File: config.mk
export PLATFORM = sky130hd
export DESIGN_NAME = weight_bit_serializer
export DESIGN_NICKNAME = d
export VERILOG_FILES = /design/src/rtl/weight_bit_serializer.sv
export SDC_FILE = /design/constraint.sdc
export NUM_CORES = 1
export LEC_CHECK = 0
export BUFFER_PORTS_ARGS = -buffer_cell sky130_fd_sc_hd__buf_2
export CORE_ASPECT_RATIO = 0.9
export CORE_MARGIN = 3
export CORE_UTILIZATION = 40
export DETAILED_ROUTE_END_ITERATION = 12
export GPL_TIMING_DRIVEN = 0
export SYNTH_ARGS = -nofsm -noshare
export SYNTH_HDL_FRONTEND = slang
export SYNTH_SLANG_ARGS = --single-unit
File: constraint.sdc
create_clock -name clk -period 3.18 [get_ports clk]
set_input_delay 0.636 -clock clk [delete_from_list [all_inputs] [get_ports clk]]
set_output_delay 0.636 -clock clk [all_outputs]
set_load 0.02 [all_outputs]
File: src/rtl/weight_bit_serializer.sv
// Weight-side bit-plane serializer: takes M signed Pw-bit weights in parallel and emits them
// LSB plane first, one plane per cycle. Define WBS_DOUBLE_BUF_EN for the zero-bubble shadow buffer.
module weight_bit_serializer #(
  parameter int M  = 16,
  parameter int Pw = 8
) (
  input  logic            clk,
  input  logic            rst_n,
  input  logic            in_valid,
  output logic            in_ready,
  input  logic [M*Pw-1:0] in_weights,
  input  logic            hold,
  output logic [M-1:0]    out_bits,
  output logic            w_en,
  output logic            MSB_w,
  output logic            busy
);

  localparam int KW = (Pw > 1) ? $clog2(Pw) : 1;
  localparam logic [KW-1:0] K_LAST = KW'(Pw - 1);

  typedef enum logic {IDLE, SHIFT} state_t;

  state_t            state_q, state_d;
  logic [KW-1:0]     k_q, k_d;
  logic [M*Pw-1:0]   main_q, main_d;
  logic [M-1:0]      out_bits_q, out_bits_d;
  logic              w_en_q, w_en_d;
  logic              msb_w_q, msb_w_d;

  logic [M*Pw-1:0]   main_shifted;
  logic [M-1:0]      plane;
  logic              accept;
  logic              last_plane;

`ifdef WBS_DOUBLE_BUF_EN
  logic [M*Pw-1:0]   shadow_q, shadow_d;
  logic              shadow_valid_q, shadow_valid_d;

  assign in_ready = !shadow_valid_q;
`else
  assign in_ready = (state_q == IDLE);
`endif

  assign accept     = in_valid && in_ready;
  assign last_plane = (k_q == K_LAST);

  // Each lane shifts right once per issued plane, so the current plane is always bit 0 of every lane.
  always_comb begin
    main_shifted = '0;
    plane        = '0;
    for (int unsigned i = 0; i < M; i++) begin
      plane[i]                 = main_q[i*Pw];
      main_shifted[i*Pw +: Pw] = main_q[i*Pw +: Pw] >> 1;
    end
  end

  always_comb begin
    state_d    = state_q;
    k_d        = k_q;
    main_d     = main_q;
    out_bits_d = out_bits_q;
    w_en_d     = 1'b0;
    msb_w_d    = 1'b0;
`ifdef WBS_DOUBLE_BUF_EN
    shadow_d       = shadow_q;
    shadow_valid_d = shadow_valid_q;
`endif

    unique case (state_q)
      IDLE: begin
        if (accept) begin
          main_d  = in_weights;
          k_d     = '0;
          state_d = SHIFT;
        end
      end
      SHIFT: begin
`ifdef WBS_DOUBLE_BUF_EN
        if (accept) begin
          shadow_d       = in_weights;
          shadow_valid_d = 1'b1;
        end
`endif
        if (!hold) begin
          out_bits_d = plane;
          w_en_d     = 1'b1;
          msb_w_d    = last_plane;
          main_d     = main_shifted;
          k_d        = k_q + 1'b1;
          if (last_plane) begin
            k_d     = '0;
            state_d = IDLE;
`ifdef WBS_DOUBLE_BUF_EN
            // A queued vector continues straight into plane 0 with no idle cycle.
            if (shadow_valid_q) begin
              main_d         = shadow_q;
              shadow_valid_d = 1'b0;
              state_d        = SHIFT;
            end
`endif
          end
        end
      end
      default: state_d = IDLE;
    endcase
  end

  always_ff @(posedge clk or negedge rst_n) begin
    if (!rst_n) begin
      state_q        <= IDLE;
      k_q            <= '0;
      main_q         <= '0;
      out_bits_q     <= '0;
      w_en_q         <= 1'b0;
      msb_w_q        <= 1'b0;
`ifdef WBS_DOUBLE_BUF_EN
      shadow_q       <= '0;
      shadow_valid_q <= 1'b0;
`endif
    end else begin
      state_q        <= state_d;
      k_q            <= k_d;
      main_q         <= main_d;
      out_bits_q     <= out_bits_d;
      w_en_q         <= w_en_d;
      msb_w_q        <= msb_w_d;
`ifdef WBS_DOUBLE_BUF_EN
      shadow_q       <= shadow_d;
      shadow_valid_q <= shadow_valid_d;
`endif
    end
  end

  assign out_bits = out_bits_q;
  assign w_en     = w_en_q;
  assign MSB_w    = msb_w_q;
  assign busy     = (state_q == SHIFT);

endmodule

* Word-level counts from Yosys, hierarchy flattened
Cells that the tools add are included.
Word-level totals: register bits 150, input port bits 132, output and inout port bits 20, logic and storage cells 30
Cells by class: add/subtract/negate cells 1, eq/ne operators 3, mux-type cells 15, bitwise logic cells 2, reduce and logical (&&, ||, !) cells 3
Operators with widths (count):
- 2-to-1 mux 128 bit | 2
- case mux 128 bit (2 select lines) | 1
- 2-to-1 mux 3 bit | 3
- 2-to-1 mux 1 bit | 7
- case mux 3 bit (2 select lines) | 1
- AND reduction 2 bit | 2
- adder 3 x 1 -> 3 bit (second input constant) | 1
- == test 3 bit (second input constant) | 1
- inequality test 2 x 1 -> 1 bit (second input constant) | 1
- inequality test 2 bit (second input constant) | 1
- inverter 1 bit | 2
- case mux 1 bit (2 select lines) | 1
- logical AND 1 bit | 1

* Logic depth before layout (Yosys ltp)
depth in word-level cells 4, gate-level depth with buffers 7

* Worst setup path before layout
OpenSTA, ideal clock, no wires.
kind reg-to-output, start point register state_q (netlist: busy), end point output in_ready, data arrival time 0.947 ns, setup slack 1.597 ns, cell stages (with the launch flop) 4, path buffers 2, cell sequence dfrtp_1 buf_2 buf_2 inv_1
On the way: longest elaborated chain between the ends 1
Ends and longest elaborated chain:
- start: declaration | line 24 | state_t state_q, state_d;
- start signal: assignment | line 122 | state_q <= state_d;
- inverter 1 bit | line 42 | assign in_ready = (state_q == IDLE);
- end: declaration | line 10 | output logic in_ready,
No other way between the ends.

* Worst setup path in the final report
Same ends and word-level chain as after synthesis.

==> flow_summary.rst <==
.. list-table::
   :header-rows: 1

   * - Metric
     - Value
   * - Run status
     - finished clean
   * - Crit path setup slack, layout
     - just over 1000 ps
   * - Die ar.
     - 22070 um2
   * - Ant diodes
     - 0
   * - Most Crowded Layer GR
     - met1
   * - Ratio of cells with drive above 1 in the final layout
     - 25.49%
   * - Number of unique standard cell types used by synthesis
     - 28
   * - Count of input and output buffers
     - 149
   * - Number of warnings issued by yosys
     - 0
   * - Clock latency at the later pin of the worst-skew pair
     - ~420 ps
   * - FF+latch count, synth
     - 150
   * - EDFF count, synth
     - 0
   * - Fin crit share
     - 67.46%
   * - Global-route wire length before repair
     - 34860 um
   * - Die outline width
     - ~160 um
   * - Antenna violations before repair
     - 0
   * - Required time of the critical path
     - 2540 ps
   * - Starting density of the core
     - 41.52%
   * - All-layer global routing usage
     - roughly a fifth
   * - Clock sink count
     - 150
   * - Part of the Yosys area used for sequential elements
     - 46.18%
   * - Finished Cell Area
     - 9821 um2
   * - Commonest cells after routing, fill and taps aside
     - sky130_fd_sc_hd__buf_2 (168), sky130_fd_sc_hd__dfrtp_1 (150), sky130_fd_sc_hd__mux2i_1 (129), sky130_fd_sc_hd__a21oi_1 (113), sky130_fd_sc_hd__a211oi_1 (103)
   * - Global routing met1 resource utilization
     - a little under a third
   * - Number of global-route vias before repair
     - around 6400
   * - Tightest Pin Transition
     - 678.8 ps
   * - Category of the worst setup path launch point
     - register
   * - Number of levels in the clock H-tree
     - 4
   * - Setup TNS
     - 0 ps
   * - Largest net degree at the start of global routing
     - 77
   * - Placed Instance Area
     - ~9000 um2
   * - Worst Hold Slack
     - between 150 and 200 ps
   * - Largest driver fanout on the critical path
     - 10
   * - Unrepaired setup endpoints after global routing
     - false
   * - Clock transition at the register clock pins on the worst setup and hold paths after CTS
     - approximately 60 ps
   * - Post-synthesis instance total
     - around 780
   * - Number of endpoints failing setup at the final stage
     - 0
   * - Routed WL
     - ~22000 um
   * - Achievable frequency
     - between 0.4 and 0.5 GHz
   * - Worst-case headroom to the max-slew limit
     - between 50% and 60%
   * - Via count
     - about 6500
   * - Delay of the slowest critical-path stage
     - 370 ps
   * - Most common library cell in the layout ignoring fill and taps
     - sky130_fd_sc_hd__buf_2
   * - Power after layout
     - roughly 8 mW
   * - Clock tree from TritonCTS
     - built
   * - Clk root buf
     - sky130_fd_sc_hd__clkbuf_16
   * - Detailed-route vias per instance
     - between 5 and 6
   * - Number of cell rows
     - 48
   * - Cells resized by post-CTS repair
     - 0
   * - Area Overhead vs Synth
     - 20.81%
   * - Total grt overflow
     - 0
   * - Number of buffer and inverter stages on the critical path
     - 4
   * - Post-synth net total
     - 918
   * - Drt pass-1 iters
     - 5
   * - Die outline height
     - 141.2 um
   * - Dominant synthesized flop cell
     - sky130_fd_sc_hd__dfrtp_1
   * - Largest voltage drop on the vdd net
     - 0.3433 mV
   * - Filler instances
     - 1856
   * - M3 GR Usage
     - 4.082%
   * - Cts bufs inserted
     - 17
   * - Max-cap viol count
     - 0
   * - Type of the tightest min-delay check
     - in -> async
   * - Antenna-violating nets left
     - 0
   * - Total of hold buffers inserted after clock tree synthesis
     - 0
   * - Pins Over Slew Limit
     - 0
   * - Largest buffer count on any clock path
     - 2
   * - CP max-delay cell
     - sky130_fd_sc_hd__dfrtp_1
   * - Average footprint of a synthesized cell
     - ~10 um2
   * - First-iteration detailed-routing DRC count
     - 415
   * - Net count of the finished layout
     - between 1000 and 1500
   * - Worst setup timing slack at the placement stage
     - about 1300 ps
   * - Post-CTS Setup Bufs
     - 0
   * - Reported leakage power
     - 4.693 nW
   * - Number of top-level pins
     - 152
   * - Element type at the critical path end
     - output pin
   * - Final worst clock skew
     - 12.66 ps
   * - Crit Path Category
     - reg -> out
   * - Proportion of synthesized flip-flops having asynchronous set or reset
     - 100.0%
   * - CP Cell Sequence
     - buf_2, buf_2, inv_1, buf_2
   * - Most frequent cell on the critical path
     - sky130_fd_sc_hd__buf_2
   * - Min Clock Period, post-route
     - roughly 2100 ps
   * - GP Congestion
     - slightly above 0.8
   * - Category of cells accounting for the largest share of critical-path delay
     - buffers and inverters
   * - Final hold violation count
     - 0
   * - Power per cell area
     - around 800 nW/um2
   * - Drc violations
     - 0
   * - Half-perimeter wire length of the detailed placement result
     - approximately 15000 um
   * - Data arrival, critical path
     - around 1500 ps
   * - Mapped cell area
     - just over 8000 um2
   * - GR Layer Usage met2
     - between 20% and 30%
   * - Floorplan Core Area
     - ~20000 um2
   * - Routed WL per cell
     - around 18 um
## synth_stat cells (2+ instances only)
cell,count,area (um2)
sky130_fd_sc_hd__dfrtp_1,150,3754
sky130_fd_sc_hd__mux2i_1,129,1291
sky130_fd_sc_hd__a21oi_1,113,565.5
sky130_fd_sc_hd__a211oi_1,103,773.2
sky130_fd_sc_hd__nor2b_1,100,625.6
sky130_fd_sc_hd__nand2_1,51,191.4
sky130_fd_sc_hd__buf_2,20,100.1
sky130_fd_sc_hd__clkbuf_1,16,60.06
sky130_fd_sc_hd__nand3_1,15,75.07
sky130_fd_sc_hd__and2b_1,12,90.09
sky130_fd_sc_hd__buf_6,11,123.9
sky130_fd_sc_hd__o21ai_0,11,55.05
sky130_fd_sc_hd__clkbuf_4,10,75.07
sky130_fd_sc_hd__a211oi_2,9,112.6
sky130_fd_sc_hd__buf_4,7,52.55
sky130_fd_sc_hd__o21ai_1,7,35.03
sky130_fd_sc_hd__clkbuf_2,6,30.03
sky130_fd_sc_hd__buf_12,2,40.04
sky130_fd_sc_hd__ha_1,2,25.02
sky130_fd_sc_hd__nor2_1,2,7.510
## sequential cells by signal (all words and copies together) (netlist names)
register	flops
out_bits	16
main_q	128
busy	1
k_q	3
w_en	1
MSB_w	1
## per-stage QoR
stage               util (%)  cells
floorplan                  -    784
finish                 50.16   1215
detailed placement     47.12   1184
CTS                    50.16   1215
global route           50.16   1215
global placement       46.93   1183
## final timing paths
check / slack (ps) / to / cells past startpoint / startpoint
setup / recovery: 1030 / in_ready / 4 / busy
hold / removal: 160 / main_q[35] / 1 / rst_n
setup reg to reg: 1450 / main_q[81] / 4 / busy
hold reg to reg: 470 / out_bits[11] / 2 / out_bits[11]
max in group asynchronous: 2210 / main_q[112] / 2 / rst_n
min in group clk: 470 / out_bits[11] / 2 / out_bits[11]
## final cells by class
type	instances	area, um2	share of cell area, %
flip-flops and latches	150	3754	38.22
clock inverters	12	152.6	1.554
clock buffers	19	442.9	4.510
well taps	250	312.8	3.185
plain buffers	73	485.5	4.943
multi-input cells	559	3882	39.53
repair buffers	150	783.3	7.976
inverters	2	7.507	0.07644
## kinds of logic (layout without fill, tap and decap cells)
family	count (synthesis)	after routing	synth area share, %
muxes	129	129	15.88
DFF	150	150	46.18
buffers and inverters	75	256	6.064
AOI/OAI and AO/OA	245	245	19.18
adders and majority gates	2	2	0.3078
and+or+nand+nor	183	183	12.39
## where the power goes
part	internal, mW	leakage [nW]	switching (mW)
logic	1.17	2.52	1.33
clock network	1.25	0.281	0.825
registers	2.74	1.89	0.558
total	5.16	4.69	2.71
## routing by layer
| layer | vias up | routed length [um] |
|---|---|---|
| li1 | 3171 | - |
| met1 | 3151 | 10740 |
| met2 | 161 | 9736 |
| met3 | 22 | 1058 |
| met4 | 0 | 227 |
| met5 | - | 0 |
No activity file was read; power rests on OpenSTA's default activity.
